**src/rtl/ifetch_unit.sv**
```systemverilog
`default_nettype none
// ---------------------------------------------------------------------------
// ifetch_unit: boot-load sequencer, imem fetch issue and 2-entry fetch buffer.
// Optional IFETCH_HALT_EN stops fetch on EBREAK.              Revision: 1.0
// ---------------------------------------------------------------------------
module ifetch_unit #(
  parameter int                ADDR_W      = 11,
  parameter logic [ADDR_W-1:0] RESET_PC    = '0,
  parameter int                LOAD_CYCLES = 4
) (
  input  logic              clk,
  input  logic              rst_n,
  output logic              imem_enable,
  output logic              load_imem,
  output logic [ADDR_W-1:0] inst_mem_addr,
  input  logic [31:0]       inst_CCD,
  input  logic              redirect_valid,
  input  logic [ADDR_W-1:0] redirect_pc,
  output logic              out_valid,
  input  logic              out_ready,
  output logic [31:0]       out_inst,
  output logic [ADDR_W-1:0] out_pc,
  output logic              halted
);

  localparam int                CNT_W    = (LOAD_CYCLES > 1) ? $clog2(LOAD_CYCLES) : 1;
  localparam logic [CNT_W-1:0]  CNT_LAST = CNT_W'(LOAD_CYCLES - 1);
  localparam logic [CNT_W-1:0]  CNT_ONE  = CNT_W'(1);
  localparam logic [ADDR_W-1:0] PC_STEP  = ADDR_W'(4);

`ifdef IFETCH_HALT_EN
  localparam logic [31:0] EBREAK = 32'h0010_0073;
  typedef enum logic [1:0] {
    BOOT_OFF  = 2'd0,
    BOOT_LOAD = 2'd1,
    RUN       = 2'd2,
    HALT      = 2'd3
  } state_t;
`else
  typedef enum logic [1:0] {
    BOOT_OFF  = 2'd0,
    BOOT_LOAD = 2'd1,
    RUN       = 2'd2
  } state_t;
`endif

  state_t            state_q, state_d;
  logic [CNT_W-1:0]  cnt_q, cnt_d;
  logic [ADDR_W-1:0] pc_q, pc_d;
  logic [ADDR_W-1:0] addr_q, addr_d;
  logic              infl_q, infl_d;
  logic [ADDR_W-1:0] infl_pc_q, infl_pc_d;
  logic              infl_epoch_q, infl_epoch_d;
  logic              epoch_q, epoch_d;
  logic [1:0]        count_q, count_d;
  logic [31:0]       buf_inst_q [2];
  logic [31:0]       buf_inst_d [2];
  logic [ADDR_W-1:0] buf_pc_q [2];
  logic [ADDR_W-1:0] buf_pc_d [2];

  logic       pop;
  logic       capture;
  logic       credit;
  logic [1:0] cnt_after;
  logic       unused_redirect_lsbs;

  assign out_valid     = (count_q != 2'd0);
  assign out_inst      = out_valid ? buf_inst_q[0] : 32'd0;
  assign out_pc        = out_valid ? buf_pc_q[0] : '0;
  assign inst_mem_addr = addr_q;
  assign imem_enable   = (state_q != BOOT_OFF);
  assign load_imem     = (state_q == BOOT_LOAD);

  assign pop     = out_valid && out_ready;
  // Responses issued before the last redirect carry the old epoch and are dropped.
  assign capture = infl_q && (infl_epoch_q == epoch_q);
  // Buffer slots are reserved at issue time, so a pop frees one for this cycle.
  assign credit  = (({1'b0, count_q} + {2'b00, infl_q}) < 3'd2) || pop;

  assign unused_redirect_lsbs = ^redirect_pc[1:0];

`ifdef IFETCH_HALT_EN
  logic halt_now;
  assign halt_now = capture && (inst_CCD == EBREAK);
  assign halted   = (state_q == HALT);
`else
  assign halted   = 1'b0;
`endif

  always_comb begin
    state_d      = state_q;
    cnt_d        = cnt_q;
    pc_d         = pc_q;
    addr_d       = addr_q;
    infl_d       = 1'b0;
    infl_pc_d    = infl_pc_q;
    infl_epoch_d = infl_epoch_q;
    epoch_d      = epoch_q;
    count_d      = count_q;
    buf_inst_d   = buf_inst_q;
    buf_pc_d     = buf_pc_q;
    cnt_after    = count_q;

    case (state_q)
      BOOT_OFF: begin
        state_d = BOOT_LOAD;
        cnt_d   = '0;
      end

      BOOT_LOAD: begin
        if (cnt_q == CNT_LAST) begin
          // The edge that leaves boot load already issues the first fetch.
          state_d      = RUN;
          addr_d       = RESET_PC;
          pc_d         = RESET_PC + PC_STEP;
          infl_d       = 1'b1;
          infl_pc_d    = RESET_PC;
          infl_epoch_d = epoch_q;
        end else begin
          cnt_d = cnt_q + CNT_ONE;
        end
      end

      default: begin
        cnt_after = count_q - {1'b0, pop};
        if (pop) begin
          buf_inst_d[0] = buf_inst_q[1];
          buf_pc_d[0]   = buf_pc_q[1];
        end
        if (capture) begin
          buf_inst_d[cnt_after[0]] = inst_CCD;
          buf_pc_d[cnt_after[0]]   = infl_pc_q;
          count_d                  = cnt_after + 2'd1;
        end else begin
          count_d = cnt_after;
        end

`ifdef IFETCH_HALT_EN
        if (halt_now) begin
          state_d = HALT;
        end
`endif

        if ((state_d == RUN) && credit && !redirect_valid) begin
          addr_d       = pc_q;
          pc_d         = pc_q + PC_STEP;
          infl_d       = 1'b1;
          infl_pc_d    = pc_q;
          infl_epoch_d = epoch_q;
        end

        if (redirect_valid) begin
          count_d = 2'd0;
          epoch_d = ~epoch_q;
          pc_d    = {redirect_pc[ADDR_W-1:2], 2'b00};
          infl_d  = 1'b0;
          state_d = RUN;
        end
      end
    endcase
  end

  always_ff @(posedge clk or negedge rst_n) begin
    if (!rst_n) begin
      state_q      <= BOOT_OFF;
      cnt_q        <= '0;
      pc_q         <= '0;
      addr_q       <= '0;
      infl_q       <= 1'b0;
      infl_pc_q    <= '0;
      infl_epoch_q <= 1'b0;
      epoch_q      <= 1'b0;
      count_q      <= 2'd0;
      buf_inst_q   <= '{default: '0};
      buf_pc_q     <= '{default: '0};
    end else begin
      state_q      <= state_d;
      cnt_q        <= cnt_d;
      pc_q         <= pc_d;
      addr_q       <= addr_d;
      infl_q       <= infl_d;
      infl_pc_q    <= infl_pc_d;
      infl_epoch_q <= infl_epoch_d;
      epoch_q      <= epoch_d;
      count_q      <= count_d;
      buf_inst_q   <= buf_inst_d;
      buf_pc_q     <= buf_pc_d;
    end
  end

endmodule
`default_nettype wire

```
**config.mk**
```make
export PLATFORM = sky130hd
export DESIGN_NAME = ifetch_unit
export DESIGN_NICKNAME = d
export VERILOG_FILES = /design/src/rtl/ifetch_unit.sv
export SDC_FILE = /design/constraint.sdc
export NUM_CORES = 1
export LEC_CHECK = 0
export CORE_UTILIZATION = 42
export CTS_CLUSTER_SIZE = 12
export DETAILED_ROUTE_END_ITERATION = 7
export PLACE_DENSITY = 0.67
export SYNTH_ARGS = -nofsm -noshare
export SYNTH_HDL_FRONTEND = slang
export SYNTH_SLANG_ARGS = --single-unit
export TNS_END_PERCENT = 20
```
**constraint.sdc**
```tcl
create_clock -name clk -period 5.79 [get_ports clk]
set_input_delay 0.8685 -clock clk [delete_from_list [all_inputs] [get_ports clk]]
set_output_delay 0.8685 -clock clk [all_outputs]
set_load 0.02 [all_outputs]
```
### After elaboration in Yosys (flattened, before gate mapping)

Index checks and enable logic that the tools add are counted.

| word-level totals | value |
|---|---|
| bits in registers | 117 |
| bits in latches | 0 |
| bits in writable memories | 0 |
| memory bits (read-only) | 0 |
| output and inout port bits | 58 |
| logic and storage cells | 86 |
| memories | 0 |

| operators by class | value |
|---|---|
| add/subtract/negate cells | 5 |
| multipliers | 0 |
| div/mod/pow operators | 0 |
| $lt $le $gt $ge | 3 |
| equality and inequality tests | 6 |
| shift operators | 0 |
| muxes and demuxes | 35 |
| bitwise operators | 4 |
| reduce and logical (&&, ||, !) cells | 21 |

Operators with widths:

| cell | number |
|---|---|
| $mux W32 | 4 |
| $mux W11 | 9 |
| $bwmux W64 | 1 |
| $mux W64 | 1 |
| $pmux W11 S2 | 2 |
| $demux W32 S1 | 1 |
| $bwmux W22 | 1 |
| $mux W22 | 1 |
| $add A11 B3 Y11 const B | 1 |
| $demux W11 S1 | 1 |
| $mux W2 | 5 |
| $pmux W2 S2 | 2 |
| $reduce_and A2 Y1 | 4 |
| $reduce_bool A2 Y1 | 4 |
| $reduce_and A3 Y1 | 2 |
| $reduce_bool A3 Y1 | 2 |
| $logic_and A1 B1 Y1 | 5 |
| $mux W1 | 5 |
| $add A2 B1 Y2 const B | 2 |
| $eq A2 B2 Y1 const B | 2 |
| $pmux W1 S2 | 2 |
| $add A2 B1 Y3 | 1 |
| $lt A3 B2 Y1 const B | 1 |
| $not A1 Y1 | 3 |
| other kinds (12) | 12 |

### Longest topological paths before layout

Gate-level depths: netlist (run 1).

| depth | value |
|---|---|
| word-level depth | 10 |
| mapped depth | 8 |
| depth with buffers taken out | 6 |

### Worst setup path before layout (run 1)

No wires, ideal clock.

| path | value |
|---|---|
| kind | in2reg |
| from | in out_ready |
| to | reg buf_inst_q[0] (netlist name) |
| arrival time | 2.340 ns |
| required time | 5.665 ns |
| slack | 3.324 ns |
| stages on the path | 8 |
| path through | inv_1 > a21oi_1 > ha_1 > and3b_1 > buf_4 > nand2_4 > buf_8 > mux2_4 |

| between the ends | value |
|---|---|
| word-level cells in the longest chain between the ends | 8 |
| elaborated cells between the ends (all ways) | 9 |
| those cells by class | add/sub (1); order compare (2); mux (3); bitwise (1); reduce/logical (2) |

RTL lines:

| item | line | text |
|---|---|---|
| start: declaration | 20 | `input logic out_ready,` |
| $logic_and A1 B1 Y1 * | 74 | `assign pop = out_valid && out_ready;` |
| $sub A2 B1 Y2 * | 125 | `cnt_after = count_q - {1'b0, pop};` |
| $not A1 Y2 (implied by the code) * | 131 | `buf_inst_d[cnt_after[0]] = inst_CCD;` |
| $ge A2 B2 Y1 (implied by the code) / $lt A2 B1 Y1 (equally long branches) | 131 |  |
| $logic_and A1 B1 Y1 (implied by the code) | 131 |  |
| $mux W32 (implied by the code) | 131 |  |
| $demux W32 S1 * | 131 |  |
| $bwmux W64 * | 131 |  |
| end signal: assignment | 186 | `buf_inst_q <= buf_inst_d;` |
| end: declaration | 56 | `logic [31:0] buf_inst_q [2];` |

Every way passes the cells marked *; elsewhere a longest branch is shown, timed or not.
A chain may end at the register's enable or synchronous reset.

### Worst setup path in the final report (run 1)

| path | value |
|---|---|
| from | reg count_q[1] |
| to | out out_pc[10] |

| between the ends | value |
|---|---|
| word-level cells in the longest chain between the ends | 2 |

RTL lines:

| item | line | text |
|---|---|---|
| start: declaration | 55 | `logic [1:0] count_q, count_d;` |
| start signal: assignment | 185 | `count_q <= count_d;` |
| $reduce_bool A2 Y1 | 67 | `assign out_valid = (count_q != 2'd0);` |
| $mux W11 | 69 | `assign out_pc = out_valid ? buf_pc_q[0] : '0;` |
| end: declaration | 22 | `output logic [ADDR_W-1:0] out_pc,` |

Every way passes these cells.

==> flow_summary.ini, run 1 <==
[outcome]
outcome = finished clean

[worst_setup_path]
ff2ff_setup_slack_ns = 3.03
rr_endpoint = buf_pc_q[5]
cp_top_family = buffers and inverters
setup.worst_path.end_class = output port
cp.depth = 5
ff2ff_path_depth = 6
critical_path.max_stage_delay_ns = 0.64
rr_startpoint = count_q[1]
crit_required_ns = 4.92
startpoint = count_q[1]
path_class = reg2out
critPathMaxFanout = 32
crit_slowest_cell = clkdlybuf4s50_1
crit_buf_inv = 3
path_cells = inv_1, nand2_1, buf_4, and2_1, clkdlybuf4s50_1
startpoint_type = flip-flop
worstPathArrival_ns = 2.46
crit_end = out_pc[10]

[detailed_routing]
drcViolationCount = 0
drtIter0Drc = 200
num_vias = 3747
first_pass_iters = 4
antenna_left = 0
routedWlPerCell_um = 17.2
via_per_inst = 5.34
finalWirelength_um = 12100

[clock_network]
worstSkewPairLatency_ns = 0.42
path_clk_slew_ns = 0.05
cts_num_sinks = 113
cts_resized = 0
clk_path_buf_depth = 2
cts_made_buffers = 17
tritoncts = done
cts_root_buf = clkbuf_16
ctsHoldBuffers = 0
post-cts-setup-buffers = 0
htree_levels = 4

[cells_and_area]
instances_no_fill = 702
final_cell_mix = dfrtp_1, clkdlybuf4s50_1, a22o_1
area_growth_pct = 29.7
drive_gt1_frac = 0.158
num_antenna_cells = 0
final_common_cell = dfrtp_1
nNetsFinal = 567

[timing]
max_freq_mhz = 300
tns_ns = 0
final.min_clock_period_ns = 3.33
period_share = 0.575
setup_violations = 0
rsz0062_at_grt = no
drv_slew = 0
worst_pin_slew_ns = 1.02
timing.slew.headroom = 0.319
finalClockSkew_ns = 0.0107
hold_viol = 0

[global_route]
grt-busiest-layer = met2
use_met2 = 0.302
met1_usage = 0.266
overflow = 0
antenna_found_initial = 0
grt_pass1_vias = 3860
grt_start_max_net_pins = 78
grt_use_met3 = 0.0601
grt_use_total = 0.197
grt_pass1_wl_um = 19700

[hold_path]
hold_class = reg2reg

[power]
switching_share = 0.321
power.switching_w = 0.00126
p_per_area_nw_per_um2 = 556
vdd.ir_drop.worst_v = 0.000253
seq_power_share = 0.342
leakagePower_nw = 3.42
clkPwrFrac = 0.269
power_frac_comb = 0.389
cellInternalPower_w = 0.00267

[synthesis]
synthCells = 424
syn_avg_cell_area_um2 = 12.9
synth_edf_count = 0
ys_seq_area_frac = 0.518
netlist_area_um2 = 5460
synth.distinct_cells = 55
yosys_most_used_dff = dfrtp_1
syn_nets = 474
synth-seq-cells = 113
yosysWarnings = 0
async_flop_share = 1.00

[job]
cap_violations = 0

[placement]
port_buffers = 101
dp_hpwl_um = 7430
dpl.cell_count = 670
gp_congestion = 0.768

[floorplanning]
initial_core_util = 0.432
die_width_um = 116
io_pins = 105
die_h_um = 116
die-area_um2 = 13500
core-area_um2 = 12600
num_rows = 41
layout make-up:
cell class / count / area (µm²)
Multi-Input combinational cell: 270 / 2350
Tap cell: 172 / 215
Sequential cell: 113 / 2830
Timing Repair Buffer: 106 / 1050
Clock buffer: 22 / 474
Clock inverter: 10 / 133
Fill cell: 1092 / 5540
Inverter: 9 / 33.8
through the flow:
stage	setup slack, ns	hold slack (ns)	util	power, W	cell area [µm²]
after floorplan	3.32	0.441	-	0.00248	5460
after global placement	2.12	0.450	0.513	0.00284	6470
after detailed placement	2.04	0.457	0.513	0.00290	6470
after CTS	2.41	0.469	0.561	0.00398	7080
after global routing	2.31	0.476	0.561	0.00417	7080
final	2.46	0.463	0.561	0.00394	7080
how the worst min path moves through the flow:
stage / start / end / slack, ns / cells after the start
3_3_place_gp: buf_inst_q[44] / buf_inst_q[44] / 0.45 / 1
5_1_grt: buf_inst_q[40] / buf_inst_q[40] / 0.48 / 1
3_5_place_dp: buf_pc_q[14] / buf_pc_q[14] / 0.46 / 1
6_report: buf_pc_q[14] / buf_pc_q[14] / 0.46 / 1
2_1_floorplan: buf_inst_q[32] / buf_inst_q[32] / 0.44 / 1
4_1_cts: buf_pc_q[14] / buf_pc_q[14] / 0.47 / 1
registers in the layout, indices dropped and copies added, names as in the netlist:
name / flops
state_q: 2
count_q: 2
buf_pc_q: 21
epoch_q: 1
cnt_q: 2
infl_pc_q: 10
pc_q: 9
buf_inst_q: 64
infl_q: 1
infl_epoch_q: 1
synthesized netlist by cell type, types with 2 or more instances:
| cell type | count | area [µm²] |
|---|---|---|
| a21o_1 | 42 | 315 |
| a21oi_1 | 5 | 25.0 |
| a221o_1 | 2 | 20.0 |
| a22o_1 | 55 | 482 |
| a31oi_1 | 3 | 18.8 |
| and2_1 | 45 | 282 |
| and3_1 | 2 | 12.5 |
| buf_2 | 10 | 50.1 |
| buf_4 | 3 | 22.5 |
| buf_6 | 9 | 101 |
| buf_8 | 4 | 60.1 |
| clkbuf_1 | 5 | 18.8 |
| dfrtp_1 | 113 | 2830 |
| ha_1 | 3 | 37.5 |
| inv_1 | 9 | 33.8 |
| mux2_1 | 3 | 33.8 |
| mux2_4 | 40 | 601 |
| mux2i_1 | 4 | 40.0 |
| nand2_1 | 6 | 22.5 |
| nand2b_1 | 2 | 12.5 |
| nand3_1 | 9 | 45.0 |
| nor2b_1 | 3 | 18.8 |
| nor3_1 | 3 | 15.0 |
| o211ai_1 | 3 | 22.5 |
| o21a_1 | 2 | 15.0 |
| o21ai_0 | 2 | 10.0 |
| o2bb2ai_1 | 2 | 17.5 |
| o311ai_1 | 2 | 17.5 |
| or2_2 | 2 | 12.5 |
| or3_1 | 3 | 18.8 |
| xnor2_1 | 4 | 35.0 |
logic make-up after synthesis:
family | share of synthesized area
muxes | 0.126
buffers and inverters | 0.0532
AOI/OAI and AO/OA | 0.187
xor gates and xnor gates | 0.0110
other | 0.000687
adders and majority gates | 0.00688
DFF | 0.518
and+or+nand+nor | 0.0970
worst reg2reg max path, cell delays in order (launching register included):
cell,delay (ns)
dfrtp_1,0.43
inv_1,0.11
a21oi_1,0.28
ha_1,0.35
and3b_1,0.41
nand2_4,0.50
mux2_4,0.55
power groups by stage:
stage	registers (W)	logic, W	clock network, W
after floorplan	0.00132	0.00115	0
after global placement	0.00134	0.00151	0
after detailed placement	0.00136	0.00154	0
after CTS	0.00135	0.00155	0.00107
after global routing	0.00139	0.00166	0.00112
final	0.00135	0.00153	0.00106
layer usage:
metal  vias up  routed length [µm]
li1       1738                   -
met1      1915                5780
met2        86                5650
met3         8                 558
met4         0                 101
met5         -                   0
Power figures use the tool's default switching activity.
==> inputs of run 2 (changes only) <==
PLACE_DENSITY = 0.69   (was 0.67)
clock period = 2.68 ns   (was 5.79 ns; I/O delays follow)
==> run 2 against run 1 <==
Net effect:
- non-clock buffer count is 13 higher
- count of clock-buffer cells in the layout is 1 lower
- first-iteration DRC count increased by 3.0%
- critical endpoint is now out_pc[4]
- register-to-register slack got worse by 2.6 ns
- sequential share of layout area decreased by 1.2 points
- flip-flop and latch count did not move
- die area unchanged
- highest routed layer unchanged
- largest cell class unchanged
- power up 130%
- critical path depth unchanged
- cell area rose by 3.2%
==> flow_summary.ini, run 2 (synthesized netlist as in run 1, its figures left out) <==
[outcome]
outcome = finished clean

[timing]
worst_pin_slew_ns = 0.630
finalClockSkew_ns = 0.0115
max_freq_mhz = 401
final.min_clock_period_ns = 2.50
period_share = 0.931
tns_ns = 0
rsz0062_at_grt = no
hold_ws_ns = 0.0305
hold_viol = 0
setup_violations = 0
drv_slew = 0
timing.slew.headroom = 0.580

[cells_and_area]
final_util = 0.579
reg_top3 = buf_inst_q: 64 flops, buf_pc_q: 21 flops, infl_pc_q: 10 flops
largest_reg_flops = 64
area_growth_pct = 33.8
fin_area_um2 = 7300
regMostFlops = buf_inst_q
num_antenna_cells = 0
nNetsFinal = 580
final_common_cell = dfrtp_1
drive_gt1_frac = 0.181
final_cell_mix = dfrtp_1, clkdlybuf4s50_1, a22o_1

[worst_setup_path]
rr_startpoint = count_q[1]
setup.worst_path.end_class = output port
ff2ff_setup_slack_ns = 0.46
critPathMaxFanout = 44
crit_required_ns = 2.28
ff2ff_path_depth = 7
rr_endpoint = buf_inst_q[14]
worstPathArrival_ns = 2.09
startpoint_type = flip-flop
path_class = reg2out

[floorplanning]
die-area_um2 = 13500
initial_core_util = 0.432
die_h_um = 116
io_pins = 105
num_rows = 41
die_width_um = 116
core-area_um2 = 12600

[power]
vdd.ir_drop.worst_v = 0.000437
leakagePower_nw = 3.54
p_per_area_nw_per_um2 = 1220

[clock_network]
post-cts-setup-buffers = 0
tritoncts = done
worstSkewPairLatency_ns = 0.40
path_clk_slew_ns = 0.05
cts_num_sinks = 113
htree_levels = 4
clk_path_buf_depth = 2
cts_resized = 0
cts_root_buf = clkbuf_16
ctsHoldBuffers = 0
cts_made_buffers = 17

[placement]
gp_congestion = 0.875
placed_cell_area_um2 = 6640
port_buffers = 101
dp_hpwl_um = 7760

[detailed_routing]
drcViolationCount = 0
first_pass_iters = 4
num_vias = 3816
via_per_inst = 5.34
antenna_left = 0
drtIter0Drc = 206
finalWirelength_um = 12100
routedWlPerCell_um = 17.0

[global_route]
overflow = 0
grt_use_total = 0.195
grt_pass1_vias = 3982
grt_start_max_net_pins = 49
grt_pass1_wl_um = 20000
antenna_found_initial = 0

[hold_path]
hold_class = in2async

[job]
cap_violations = 0
run 2: cell types whose count changed in the layout (fill, tap and decap cells not counted):
| cell | before | now |
|---|---|---|
| clkbuf_1 | 2 | 0 |
| clkbuf_8 | 3 | 4 |
| clkinv_2 | 4 | 3 |
| buf_4 | 6 | 13 |
| buf_12 | 0 | 6 |
| clkinvlp_4 | 3 | 2 |
| bufinv_16 | 3 | 5 |
run 2: cell type report:
cell class	instances	area [µm²]
clock inverter	10	180
fill	1075	5320
sequential	113	2830
inverter	9	33.8
clock buffer	21	480
timing repair buffer	119	1220
tap	172	215
multi-input combinational	270	2350
run 2: report_power, final:
group          leakage (nW)  total [W]  switching, W  internal, W
combinational          1.83    0.00346       0.00153      0.00193
sequential             1.39    0.00293      0.000488      0.00244
clock                 0.321    0.00248      0.000748      0.00174
run 2: worst max-delay path by stage:
stage	from	endpoint	slack, ns	depth (start not counted)
final	count_q[1]	out_pc[4]	0.18	5
after global routing	count_q[1]	out_pc[4]	0.08	5
after CTS	count_q[1]	out_pc[4]	0.16	5
after detailed placement	out_ready	buf_inst_q[0]	0.08	8
after global placement	out_ready	buf_pc_q[1]	0.14	8
after floorplan	count_q[1]	buf_inst_q[0]	0.62	8
run 2: layer usage:
layer / GRT usage / share of wire / vias up
met5: 0 / 0 / -
met1: 0.260 / 0.47 / 1915
met3: 0.0502 / 0.048 / 11
met2: 0.310 / 0.48 / 116
li1: - / - / 1774
met4: 0.0615 / 0.0097 / 0
run 2: critical path, cell delays in order (launching register included):
cell,delay (ns)
dfrtp_1,0.44
inv_1,0.12
nand2_1,0.12
buf_12,0.21
and2_1,0.19
clkdlybuf4s50_1,0.61
run 2: through the flow:
stage | std cells | total power [W] | setup slack [ns]
6_report | 714 | 0.00887 | 0.184
5_1_grt | 714 | 0.00937 | 0.0836
4_1_cts | 714 | 0.00897 | 0.160
3_5_place_dp | 683 | 0.00643 | 0.0783
3_3_place_gp | 683 | 0.00630 | 0.138
2_1_floorplan | 424 | 0.00535 | 0.617
==> inputs of run 3 (changes only) <==
CORE_UTILIZATION = 25   (was 42)
PLACE_DENSITY = 0.46   (was 0.69)
==> run 3 against run 2 <==
Net effect:
- cell area barely moved
- register-to-register slack gained 0.04 ns
- critical path depth is the same
- flip-flop and latch count unchanged
- setup slack worse by 0.012 ns
- sequential share of layout area barely moved
- sequential power barely moved
- first-iteration DRC count is 13% higher
- largest power group unchanged
==> flow_summary.ini, run 3 (synthesized netlist as in run 1, its figures left out) <==
[worst_setup_path]
setup.worst_path.end_class = output port
path_cells = inv_1, nand2_1, buf_12, and2_1, clkdlybuf4s50_1
critPathMaxFanout = 44
worstPathArrival_ns = 2.11
path_class = reg2out
startpoint_type = flip-flop
crit_required_ns = 2.28
crit_slowest_cell = clkdlybuf4s50_1
critical_path.max_stage_delay_ns = 0.65

[floorplanning]
die_width_um = 150
die-area_um2 = 22400
core-area_um2 = 21200
die_h_um = 150
io_pins = 105
num_rows = 53
initial_core_util = 0.257

[power]
leakagePower_nw = 3.47
p_per_area_nw_per_um2 = 1160
vdd.ir_drop.worst_v = 0.000458

[clock_network]
post-cts-setup-buffers = 0
path_clk_slew_ns = 0.06
tritoncts = done
worstSkewPairLatency_ns = 0.42
ctsHoldBuffers = 1
clk_path_buf_depth = 2
htree_levels = 4
cts_num_sinks = 113
cts_made_buffers = 17
cts_root_buf = clkbuf_16
cts_resized = 0

[cells_and_area]
drive_gt1_frac = 0.175
final_common_cell = dfrtp_1
final_cell_mix = dfrtp_1, clkdlybuf4s50_1, a22o_1
reg_top3 = buf_inst_q: 64 flops, buf_pc_q: 21 flops, infl_pc_q: 10 flops
register_area_um2 = 2830
area_growth_pct = 33.8
nNetsFinal = 580
regMostFlops = buf_inst_q
fillers = 2094
largest_reg_flops = 64
multi_input_area_um2 = 2350
num_antenna_cells = 0

[detailed_routing]
first_pass_iters = 4
finalWirelength_um = 13600
num_vias = 3836
drtIter0Drc = 233
routedWlPerCell_um = 16.6
via_per_inst = 4.70
drcViolationCount = 0
antenna_left = 0

[timing]
hold_ws_ns = 0.371
timing.slew.headroom = 0.622
final.min_clock_period_ns = 2.51
max_freq_mhz = 399
finalClockSkew_ns = 0.0114
worst_pin_slew_ns = 0.567
setup_violations = 0
tns_ns = 0
hold_viol = 0
drv_slew = 0
rsz0062_at_grt = no
period_share = 0.936

[global_route]
grt_pass1_wl_um = 22300
antenna_found_initial = 0
grt_use_total = 0.131
grt_pass1_vias = 4060
overflow = 0
grt_start_max_net_pins = 102

[hold_path]
hold_class = in2async

[outcome]
outcome = finished clean

[job]
cap_violations = 0

[placement]
dp_hpwl_um = 8420
port_buffers = 101
gp_congestion = 0.760
## run 3: changes by cell type in the layout (fill, tap and decap cells not counted), sizes merged
cell | previous run | this run
dlygate4sd3 | 0 | 1
clkinv | 3 | 7
clkinvlp | 2 | 3
bufinv | 5 | 1
clkbuf | 21 | 20
buf | 19 | 18
## run 3: per-stage QoR
stage                     area, µm²  cells  setup WS [ns]   util  total power, W
after global placement         6750    785          0.142  0.318         0.00638
after global routing           7300    817        0.00764  0.344         0.00903
after floorplan                5460    424          0.617      -         0.00535
after detailed placement       6750    785          0.125  0.318         0.00647
final                          7300    817          0.172  0.344         0.00845
after CTS                      7300    817          0.121  0.344         0.00860
## run 3: path summary, 6_finish.rpt
kind	startpoint	to	slack (ns)	depth (start not counted)
worst max-delay path	count_q[1]	out_pc[1]	0.17	5
worst min-delay path	rst_n	pc_q[5]	0.37	2
worst max register to register	count_q[1]	buf_inst_q[18]	0.50	7
worst min register to register	buf_inst_q[44]	buf_inst_q[44]	0.46	1
max in group asynchronous	rst_n	buf_inst_q[23]	1.50	3
min in group clk	buf_inst_q[44]	buf_inst_q[44]	0.46	1
## run 3: layer usage
layer	vias to the layer above	routed length [µm]	track usage
met1	1973	6280	0.165
met5	-	0	0
met2	91	6400	0.209
met4	0	159	0.0424
met3	11	714	0.0418
li1	1761	-	-
## run 3: power by group
part           switching [W]  internal [W]
sequential          0.000482       0.00244
clock               0.000789       0.00128
combinational        0.00154       0.00192
## run 3: cell type report
cell class | count | area share
clock inverters | 11 | 0.0125
multi-input cells | 270 | 0.322
inverters | 9 | 0.00463
well taps | 275 | 0.0471
repair buffers | 119 | 0.166
flip-flops and latches | 113 | 0.387
clock buffers | 20 | 0.0612
## run 3: worst max-delay path, delay by kind of cell, from the launching register on
kind | cells | cell delay, ns
buffers and inverters | 3 | 0.99
AND/OR/NAND/NOR | 2 | 0.27
flip-flops | 1 | 0.45
